File: src/rtl/alu_pkg.sv
// Shared ALU operation codes, default widths and the operand bundle layout.
package alu_pkg;

  localparam int unsigned DEFAULT_DATA_WIDTH     = 32;
  localparam int unsigned DEFAULT_ADDRESS_WIDTH  = 5;
  localparam int unsigned DEFAULT_ALU_CTRL_WIDTH = 3;

  localparam logic [DEFAULT_ALU_CTRL_WIDTH-1:0] ALU_ADD = 3'b000;
  localparam logic [DEFAULT_ALU_CTRL_WIDTH-1:0] ALU_SUB = 3'b001;
  localparam logic [DEFAULT_ALU_CTRL_WIDTH-1:0] ALU_AND = 3'b010;
  localparam logic [DEFAULT_ALU_CTRL_WIDTH-1:0] ALU_OR  = 3'b011;
  localparam logic [DEFAULT_ALU_CTRL_WIDTH-1:0] ALU_SLT = 3'b100;

  // Operand bundle handed to the ALU stage.
  typedef struct packed {
    logic [DEFAULT_DATA_WIDTH-1:0]     op1;
    logic [DEFAULT_DATA_WIDTH-1:0]     op2;
    logic [DEFAULT_ALU_CTRL_WIDTH-1:0] ctrl;
    logic [DEFAULT_ADDRESS_WIDTH-1:0]  rd;
    logic                              reg_write;
  } of_bundle_t;

endpackage

File: src/rtl/operand_fetch_if.sv
// Decode-side fields, write-back path and ALU-side bundle of the operand fetch stage.
// master: the environment (decode, write-back, ALU); slave: the operand fetch stage.
interface operand_fetch_if import alu_pkg::*; #(
  parameter int unsigned DATA_WIDTH     = DEFAULT_DATA_WIDTH,
  parameter int unsigned ADDRESS_WIDTH  = DEFAULT_ADDRESS_WIDTH,
  parameter int unsigned ALU_CTRL_WIDTH = DEFAULT_ALU_CTRL_WIDTH
) ();

  logic                      in_valid;
  logic                      in_ready;
  logic [ADDRESS_WIDTH-1:0]  rs1;
  logic [ADDRESS_WIDTH-1:0]  rs2;
  logic [ADDRESS_WIDTH-1:0]  rd;
  logic                      ALUsrc;
  logic [DATA_WIDTH-1:0]     ImmOp;
  logic [ALU_CTRL_WIDTH-1:0] ALUctrl_in;
  logic                      RegWrite_in;

  logic                      wb_en;
  logic [ADDRESS_WIDTH-1:0]  wb_addr;
  logic [DATA_WIDTH-1:0]     wb_data;

  logic                      out_valid;
  logic                      out_ready;
  logic [DATA_WIDTH-1:0]     ALUop1;
  logic [DATA_WIDTH-1:0]     ALUop2;
  logic [ALU_CTRL_WIDTH-1:0] ALUctrl;
  logic [ADDRESS_WIDTH-1:0]  rd_out;
  logic                      RegWrite_out;

  logic [DATA_WIDTH-1:0]     a0;

  modport master (
    output in_valid, rs1, rs2, rd, ALUsrc, ImmOp, ALUctrl_in, RegWrite_in,
    output wb_en, wb_addr, wb_data, out_ready,
    input  in_ready, out_valid, ALUop1, ALUop2, ALUctrl, rd_out, RegWrite_out, a0
  );

  modport slave (
    input  in_valid, rs1, rs2, rd, ALUsrc, ImmOp, ALUctrl_in, RegWrite_in,
    input  wb_en, wb_addr, wb_data, out_ready,
    output in_ready, out_valid, ALUop1, ALUop2, ALUctrl, rd_out, RegWrite_out, a0
  );

endinterface

File: src/rtl/operand_fetch_reg_file.sv
// Register file: two combinational read ports with write-back bypass, one synchronous
// write port, x0 hardwired to zero, and a tap on x10 (a0).
module reg_file import alu_pkg::*; #(
  parameter int unsigned DATA_WIDTH    = DEFAULT_DATA_WIDTH,
  parameter int unsigned ADDRESS_WIDTH = DEFAULT_ADDRESS_WIDTH
) (
  input  logic                     clk,
  input  logic                     rst,
  input  logic [ADDRESS_WIDTH-1:0] rs1,
  input  logic [ADDRESS_WIDTH-1:0] rs2,
  output logic [DATA_WIDTH-1:0]    rs1_data,
  output logic [DATA_WIDTH-1:0]    rs2_data,
  input  logic                     wb_en,
  input  logic [ADDRESS_WIDTH-1:0] wb_addr,
  input  logic [DATA_WIDTH-1:0]    wb_data,
  output logic [DATA_WIDTH-1:0]    a0
);

  localparam int unsigned NumRegs = 2 ** ADDRESS_WIDTH;

  logic [DATA_WIDTH-1:0] regs [NumRegs];
  logic                  wr_hit;

  assign wr_hit = wb_en && (wb_addr != '0);

  // Array write; x0 is never written so it stays at its reset value of zero.
  always_ff @(posedge clk or posedge rst) begin
    if (rst) begin
      for (int i = 0; i < NumRegs; i++) begin
        regs[i] <= '0;
      end
    end else if (wr_hit) begin
      regs[wb_addr] <= wb_data;
    end
  end

  // Reads see a same-cycle write-back to the same index; x0 always reads zero.
  always_comb begin
    rs1_data = regs[rs1];
    rs2_data = regs[rs2];
    if (wr_hit && (wb_addr == rs1)) rs1_data = wb_data;
    if (wr_hit && (wb_addr == rs2)) rs2_data = wb_data;
    if (rs1 == '0) rs1_data = '0;
    if (rs2 == '0) rs2_data = '0;
  end

  assign a0 = regs[10];

endmodule

File: src/rtl/operand_fetch.sv
// Operand fetch stage: register file read, operand-2 select, and one valid/ready
// pipeline register holding the bundle for the ALU.
module operand_fetch import alu_pkg::*; #(
  parameter int unsigned DATA_WIDTH     = DEFAULT_DATA_WIDTH,
  parameter int unsigned ADDRESS_WIDTH  = DEFAULT_ADDRESS_WIDTH,
  parameter int unsigned ALU_CTRL_WIDTH = DEFAULT_ALU_CTRL_WIDTH
) (
  input  logic            clk,
  input  logic            rst,
  operand_fetch_if.slave  bus
);

  logic [DATA_WIDTH-1:0]     rs1_data;
  logic [DATA_WIDTH-1:0]     rs2_data;
  logic [DATA_WIDTH-1:0]     op2;
  logic                      load;

  logic                      valid_q;
  logic [DATA_WIDTH-1:0]     op1_q;
  logic [DATA_WIDTH-1:0]     op2_q;
  logic [ALU_CTRL_WIDTH-1:0] ctrl_q;
  logic [ADDRESS_WIDTH-1:0]  rd_q;
  logic                      reg_write_q;

  reg_file #(
    .DATA_WIDTH    (DATA_WIDTH),
    .ADDRESS_WIDTH (ADDRESS_WIDTH)
  ) u_reg_file (
    .clk      (clk),
    .rst      (rst),
    .rs1      (bus.rs1),
    .rs2      (bus.rs2),
    .rs1_data (rs1_data),
    .rs2_data (rs2_data),
    .wb_en    (bus.wb_en),
    .wb_addr  (bus.wb_addr),
    .wb_data  (bus.wb_data),
    .a0       (bus.a0)
  );

  // Operand select and handshake decode.
  always_comb begin
    op2          = bus.ALUsrc ? bus.ImmOp : rs2_data;
    bus.in_ready = !valid_q || bus.out_ready;
    load         = bus.in_valid && bus.in_ready;
  end

  // Pipeline register: capture on load, drain when the ALU takes the bundle, else hold.
  always_ff @(posedge clk or posedge rst) begin
    if (rst) begin
      valid_q     <= 1'b0;
      op1_q       <= '0;
      op2_q       <= '0;
      ctrl_q      <= '0;
      rd_q        <= '0;
      reg_write_q <= 1'b0;
    end else if (load) begin
      valid_q     <= 1'b1;
      op1_q       <= rs1_data;
      op2_q       <= op2;
      ctrl_q      <= bus.ALUctrl_in;
      rd_q        <= bus.rd;
      reg_write_q <= bus.RegWrite_in;
    end else if (bus.out_ready) begin
      valid_q     <= 1'b0;
    end
  end

  assign bus.out_valid    = valid_q;
  assign bus.ALUop1       = op1_q;
  assign bus.ALUop2       = op2_q;
  assign bus.ALUctrl      = ctrl_q;
  assign bus.rd_out       = rd_q;
  assign bus.RegWrite_out = reg_write_q;

endmodule

File: src/flat_wrapper.sv
// flat-port wrapper written by rule: the top's interface ports become plain ports
module operand_fetch_flat import alu_pkg::*;
#(
  parameter int unsigned DATA_WIDTH     = DEFAULT_DATA_WIDTH,
  parameter int unsigned ADDRESS_WIDTH  = DEFAULT_ADDRESS_WIDTH,
  parameter int unsigned ALU_CTRL_WIDTH = DEFAULT_ALU_CTRL_WIDTH
)
  (clk, rst, bus_in_valid, bus_rs1, bus_rs2, bus_rd, bus_ALUsrc, bus_ImmOp, bus_ALUctrl_in, bus_RegWrite_in, bus_wb_en, bus_wb_addr, bus_wb_data, bus_out_ready, bus_in_ready, bus_out_valid, bus_ALUop1, bus_ALUop2, bus_ALUctrl, bus_rd_out, bus_RegWrite_out, bus_a0);
  operand_fetch_if #(.DATA_WIDTH(DATA_WIDTH), .ADDRESS_WIDTH(ADDRESS_WIDTH), .ALU_CTRL_WIDTH(ALU_CTRL_WIDTH)) bus_i ();
  input  logic clk;
  input  logic rst;
  input wire logic [$bits(bus_i.in_valid)-1:0] bus_in_valid;
  input wire logic [$bits(bus_i.rs1)-1:0] bus_rs1;
  input wire logic [$bits(bus_i.rs2)-1:0] bus_rs2;
  input wire logic [$bits(bus_i.rd)-1:0] bus_rd;
  input wire logic [$bits(bus_i.ALUsrc)-1:0] bus_ALUsrc;
  input wire logic [$bits(bus_i.ImmOp)-1:0] bus_ImmOp;
  input wire logic [$bits(bus_i.ALUctrl_in)-1:0] bus_ALUctrl_in;
  input wire logic [$bits(bus_i.RegWrite_in)-1:0] bus_RegWrite_in;
  input wire logic [$bits(bus_i.wb_en)-1:0] bus_wb_en;
  input wire logic [$bits(bus_i.wb_addr)-1:0] bus_wb_addr;
  input wire logic [$bits(bus_i.wb_data)-1:0] bus_wb_data;
  input wire logic [$bits(bus_i.out_ready)-1:0] bus_out_ready;
  output wire logic [$bits(bus_i.in_ready)-1:0] bus_in_ready;
  output wire logic [$bits(bus_i.out_valid)-1:0] bus_out_valid;
  output wire logic [$bits(bus_i.ALUop1)-1:0] bus_ALUop1;
  output wire logic [$bits(bus_i.ALUop2)-1:0] bus_ALUop2;
  output wire logic [$bits(bus_i.ALUctrl)-1:0] bus_ALUctrl;
  output wire logic [$bits(bus_i.rd_out)-1:0] bus_rd_out;
  output wire logic [$bits(bus_i.RegWrite_out)-1:0] bus_RegWrite_out;
  output wire logic [$bits(bus_i.a0)-1:0] bus_a0;
  assign bus_i.in_valid = bus_in_valid;
  assign bus_i.rs1 = bus_rs1;
  assign bus_i.rs2 = bus_rs2;
  assign bus_i.rd = bus_rd;
  assign bus_i.ALUsrc = bus_ALUsrc;
  assign bus_i.ImmOp = bus_ImmOp;
  assign bus_i.ALUctrl_in = bus_ALUctrl_in;
  assign bus_i.RegWrite_in = bus_RegWrite_in;
  assign bus_i.wb_en = bus_wb_en;
  assign bus_i.wb_addr = bus_wb_addr;
  assign bus_i.wb_data = bus_wb_data;
  assign bus_i.out_ready = bus_out_ready;
  assign bus_in_ready = bus_i.in_ready;
  assign bus_out_valid = bus_i.out_valid;
  assign bus_ALUop1 = bus_i.ALUop1;
  assign bus_ALUop2 = bus_i.ALUop2;
  assign bus_ALUctrl = bus_i.ALUctrl;
  assign bus_rd_out = bus_i.rd_out;
  assign bus_RegWrite_out = bus_i.RegWrite_out;
  assign bus_a0 = bus_i.a0;
  operand_fetch #(.DATA_WIDTH(DATA_WIDTH), .ADDRESS_WIDTH(ADDRESS_WIDTH), .ALU_CTRL_WIDTH(ALU_CTRL_WIDTH)) u_core (.clk(clk), .rst(rst), .bus(bus_i));
endmodule
File: config.mk
export PLATFORM = sky130hd
export DESIGN_NAME = operand_fetch_flat
export DESIGN_NICKNAME = d
export VERILOG_FILES = /design/src/rtl/alu_pkg.sv /design/src/rtl/operand_fetch_if.sv /design/src/rtl/operand_fetch_reg_file.sv /design/src/rtl/operand_fetch.sv /design/src/flat_wrapper.sv
export SDC_FILE = /design/constraint.sdc
export NUM_CORES = 2
export LEC_CHECK = 0
export CAP_MARGIN = 10
export CORE_MARGIN = 4
export CORE_UTILIZATION = 45
export DETAILED_ROUTE_END_ITERATION = 10
export GPL_ROUTABILITY_DRIVEN = 0
export PLACE_DENSITY = 0.73
export SLEW_MARGIN = 5
export SYNTH_ARGS = -nofsm -noshare
export SYNTH_HDL_FRONTEND = slang
export SYNTH_HIERARCHICAL = 1
export SYNTH_SLANG_ARGS = --single-unit
File: constraint.sdc
create_clock -name clk -period 37.7 [get_ports clk]
set_input_delay 7.54 -clock clk [delete_from_list [all_inputs] [get_ports clk]]
set_output_delay 7.54 -clock clk [all_outputs]
set_load 0.01 [all_outputs]
; ---- Yosys cells after proc, flatten, opt, wreduce, memory -nomap -nowiden
; Cells that the tools add are included.
[word_totals]
regBits = 1098
output_inout_bits = 107
word_cells = 74
[op_classes]
n_lt_le_gt_ge = 4
n_eq_ne = 2
n_mux = 16
bitwise = 3
reduce_logical = 11
[ops]
columns = cell, n
row1 = 1024-bit bitwise mux, 1
row2 = 32-bit binary-select mux with 5-bit select, 2
row3 = 32-bit two-way mux, 10
row4 = 32-bit demux with 5-bit select, 1
row5 = "6-bit greater-or-equal comparator, second input constant", 3
row6 = 5-bit inverter with 6-bit output, 3
row7 = 5-bit equality test, 2
row8 = 5-bit logical NOT, 2
row9 = "6-bit by 1-bit < comparator with 1-bit output, second input constant", 1
row10 = 1-bit logical AND, 5
row11 = 5-bit nonzero test, 1
row12 = 1-bit two-way mux, 2
row13 = 2-bit nonzero test, 1
row14 = 1-bit logical NOT, 1
row15 = 1-bit logical OR, 1

; ---- Logic depth before layout (Yosys ltp)
[logic_depth]
ltp_word = 7
mapped_depth = 11

; ---- By module
; The synthesis kept the hierarchy.
[by_module_without_submodules]
columns = module, instances, cells_each, area_per_inst_um2
row1 = reg_file, 1, 3883, 55758.5
row2 = operand_fetch, 1, 237, 3328.2

; ---- Worst setup path before layout
; Ideal clock, no wire load.
[synth_path]
path_type = input to output
startpoint = in bus_out_ready
endpoint = out bus_in_ready
t_arrival_ns = 8.011
required_ns = 30.160
slack_ns = 22.149
stages = 3
path_buffers = 2
cell_sequence = nand2b_4 buf_4 buf_2
[synth_between]
elab_chain_cells = 1
[synth_lines]
columns = item, line_no
row1 = from (decl), flat_wrapper.sv:23  ; input wire logic [$bits(bus_i.out_ready)-1:0] bus_out_ready;
row2 = 1-bit logical OR, operand_fetch.sv:44  ; bus.in_ready = !valid_q || bus.out_ready;
row3 = to (decl), flat_wrapper.sv:24  ; output wire logic [$bits(bus_i.in_ready)-1:0] bus_in_ready;
; No other way between the ends.

; ---- Final worst setup path
; Ends and elaborated chain as after synthesis.

==> impl_metrics.env <==
export IMPL_status="completed"
export IMPL_remaining_drc_errors=0
export IMPL_power_density_mw_per_mm2=52.70
export IMPL_h_tree_depth=3
export IMPL_grt_pass1_wl_um=275600
export IMPL_fill_cells=10888
export IMPL_use_met3_pct=8.440
export IMPL_ant_nets=0
export IMPL_min_path_cells=0
export IMPL_path_class="input port to output pin"
export IMPL_firstDrtPassIters=7
export IMPL_syn_to_final_growth_pct=11.11
export IMPL_grt_max_degree=125
export IMPL_hold_class="register to register"
export IMPL_clock_fmax_mhz=59.26
export IMPL_skew_ps=36.81
export IMPL_clkTransAtPathRegs_ps=60
export IMPL_crit_fanout=67
export IMPL_syn_area_mm2=0.05909
export IMPL_cp_data_arrival_time_ps=9340
export IMPL_min_period_over_period_pct=44.76
export IMPL_finalNetCount=4164
export IMPL_tightest_slew_ps=1334
export IMPL_slew_headroom_pct=10.65
export IMPL_p_seq_share_pct=45.3
export IMPL_place_area_mm2=0.06185
export IMPL_wire_per_inst_um=32.04
export IMPL_post_synth_cell_area_avg_um2=14.34
export IMPL_io_buffers=200
export IMPL_hpwl_um=112200
export IMPL_max_cap_violations=0
export IMPL_die_h_um=370.4
export IMPL_r2r_slack_ps=34930
export IMPL_power_switching_mw=0.9616
export IMPL_async_flop_share_pct=100.0
export IMPL_syn_nets=4214
export IMPL_sw_frac_of_total_pct=27.79
export IMPL_synth_cell_types=70
export IMPL_start_util_pct=45.46
export IMPL_cts_hold_buf=0
export IMPL_drive_gt1_share_pct=43.85
export IMPL_synthCells=4120
export IMPL_vdd_drop_max_uv=39.86
export IMPL_die_w_um=370.4
export IMPL_synth_warnings=6
export IMPL_min_period_ps=16880
export IMPL_cts_resized_gates=0
export IMPL_p_comb_share_pct=21.5
export IMPL_start_kind="input port"
export IMPL_yosys_register_bits=1098
export IMPL_numCtsBuffers=112
export IMPL_final_area_mm2=0.06565
export IMPL_rsz0062_at_grt="false"
export IMPL_cts_sinks=1098
export IMPL_power_leakage_nw=28.46
export IMPL_required_ps=30160
export IMPL_finalSetupTns_ps=0
export IMPL_viasPerCell=6.697
export IMPL_synth_edff_count=0
export IMPL_cts_root_buf="clkbuf_16"
export IMPL_post_cts_setup_buffers=0
export IMPL_vias=39595
export IMPL_first_global_vias=39655
export IMPL_core_mm2=0.1300
export IMPL_clkLatencyLatePin_ps=720
export IMPL_cts_tree="yes"
export IMPL_top_usage_layer="met2"
export IMPL_drtIter0Drc=4663
export IMPL_pwr_share_clk_pct=33.1
export IMPL_clockBufferDepth=3
export IMPL_synth_ff_type="dfrtp_1"
export IMPL_grtUsageTotal_pct=27.22
export IMPL_use_met1_pct=37.90
export IMPL_finalHoldViolations=0
export IMPL_endpoint_kind="output pin"
export IMPL_rows=132
export IMPL_antenna_found_initial=12
export IMPL_r2r_cells=7
export IMPL_routed_wl_um=189400
export IMPL_p_int_mw=2.498
export IMPL_setup_violations=0
export IMPL_drv_slew=0
export IMPL_ios=201
export IMPL_yosysSeqAreaShare_pct=46.50
export IMPL_met2_usage_pct=40.53
export IMPL_die_area_mm2=0.1372
export IMPL_grt_ovfl_total=0
==> sequential cells by signal (all words and copies together), names as in the netlist <==
signal                   flops
u_core/u_reg_file/a0        32
u_core/u_reg_file/regs     992
u_core/bus.rd_out            5
u_core/bus.ALUctrl           3
u_core/bus.ALUop1           32
u_core/bus.out_valid         1
u_core/bus.RegWrite_out      1
u_core/bus.ALUop2           32
==> power groups by stage <==
stage	Clock, mW	Combinational, mW	Sequential (mW)
3_5_place_dp	0	0.739	1.58
5_1_grt	1.21	0.795	1.59
3_3_place_gp	0	0.722	1.56
6_report	1.15	0.745	1.57
2_1_floorplan	0	0.551	1.54
4_1_cts	1.16	0.742	1.56
==> path summary, 6_finish.rpt <==
| kind | startpoint | to |
|---|---|---|
| setup / recovery | bus_out_ready | bus_in_ready |
| hold / removal | u_core/u_reg_file/regs[1004]$_DFFE_PP0P_ | u_core/u_reg_file/regs[1004]$_DFFE_PP0P_ |
| setup reg to reg | u_core/u_reg_file/regs[579]$_DFFE_PP0P_ | u_core/bus.ALUop2[3]$_DFFE_PP0P_ |
| hold reg to reg | u_core/u_reg_file/regs[1004]$_DFFE_PP0P_ | u_core/u_reg_file/regs[1004]$_DFFE_PP0P_ |
| max in group asynchronous | rst | u_core/u_reg_file/regs[263]$_DFFE_PP0P_ |
| min in group asynchronous | rst | u_core/bus.ALUop2[14]$_DFFE_PP0P_ |
==> per-stage QoR <==
step / hold slack (ps) / utilization [%] / setup slack [ps] / total power [mW] / cells
floorplan: 438.3 / - / 1344 / 2.089 / 4120
global placement: 376.5 / 47.58 / 20830 / 2.285 / 5697
detailed placement: 379.8 / 47.58 / 20840 / 2.319 / 5697
CTS: 393.3 / 50.49 / 20830 / 3.464 / 5903
global route: 400.0 / 50.49 / 20760 / 3.599 / 5904
finish: 394.6 / 50.51 / 20820 / 3.459 / 5912
==> critical path, stage by stage <==
cell and delay [ps]:
clkdlybuf4s50_1 470, nand2b_4 110, buf_4 530, clkdlybuf4s50_1 660
==> per-layer routing <==
layer | up-vias | part of all wire, %
li1 | 15744 | -
met5 | - | 0.026
met3 | 447 | 12
met1 | 21082 | 40
met2 | 2314 | 44
met4 | 8 | 3.9
==> Yosys cell counts (7+ instances only) <==
library cell | count | area (µm²)
xnor2_1 | 7 | 61.31
nor2b_1 | 38 | 237.7
buf_2 | 164 | 820.8
mux2i_1 | 296 | 2963
o22a_1 | 20 | 175.2
nor3b_1 | 10 | 75.07
a221oi_1 | 51 | 446.7
dfrtp_1 | 1098 | 27480
nand2b_1 | 15 | 93.84
o21ai_0 | 55 | 275.3
a31oi_1 | 47 | 294.0
mux2_4 | 40 | 600.6
nor3_1 | 37 | 185.2
mux2_2 | 1012 | 11400
a221o_1 | 36 | 360.4
mux4_2 | 400 | 9009
buf_6 | 31 | 349.1
nor2_1 | 84 | 315.3
a22o_1 | 12 | 105.1
a22oi_1 | 20 | 150.1
buf_1 | 17 | 63.81
a211oi_1 | 44 | 330.3
o211ai_1 | 13 | 97.59
nand2_1 | 40 | 150.1
clkbuf_1 | 192 | 720.7
o22ai_1 | 78 | 488.0
a21oi_1 | 79 | 395.4
a2111oi_0 | 10 | 87.58
buf_4 | 80 | 600.6
nor4_1 | 8 | 50.05
==> final cells by class <==
cell class / count / area (µm²) / share of cell area [%]
inverters: 7 / 36.28 / 0.05527
multi-input cells: 2525 / 29180 / 44.45
clock buffers: 169 / 3347 / 5.098
repair buffers: 326 / 2982 / 4.542
flip-flops and latches: 1098 / 27480 / 41.85
clock inverters: 37 / 425.4 / 0.6480
diodes: 8 / 20.02 / 0.03049
well taps: 1742 / 2180 / 3.320
==> logic make-up (layout without fill, tap and decap cells) <==
family / count (synthesis) / count (layout) / share of synthesized area [%]
mux: 1749 / 1749 / 40.58
simple gates: 273 / 273 / 2.433
flops: 1098 / 1098 / 46.50
xor+xnor: 10 / 10 / 0.1482
other cells: 0 / 8 / 0
compound gates: 493 / 493 / 5.830
buf+inv: 497 / 539 / 4.504
==> cells in the final DEF, fill, tap and decap left out, types with 13 or more instances in the layout <==
cell type           n
a211oi_1           43
a21oi_1            79
a221o_1            36
a221oi_1           51
a22oi_1            20
a31oi_1            47
buf_4             123
clkbuf_1           24
clkbuf_16         112
clkbuf_8           35
clkdlybuf4s50_1   188
clkinv_2           19
dfrtp_1          1098
mux2_2           1012
mux2_4             40
mux2i_1           296
mux4_2            400
nand2_1            25
nand2_4            13
nand2b_1           14
nor2_1             71
nor2b_1            37
nor3_1             36
o211ai_1           13
o21ai_0            55
o22a_1             20
o22ai_1            78
Power figures use the tool's default switching activity.
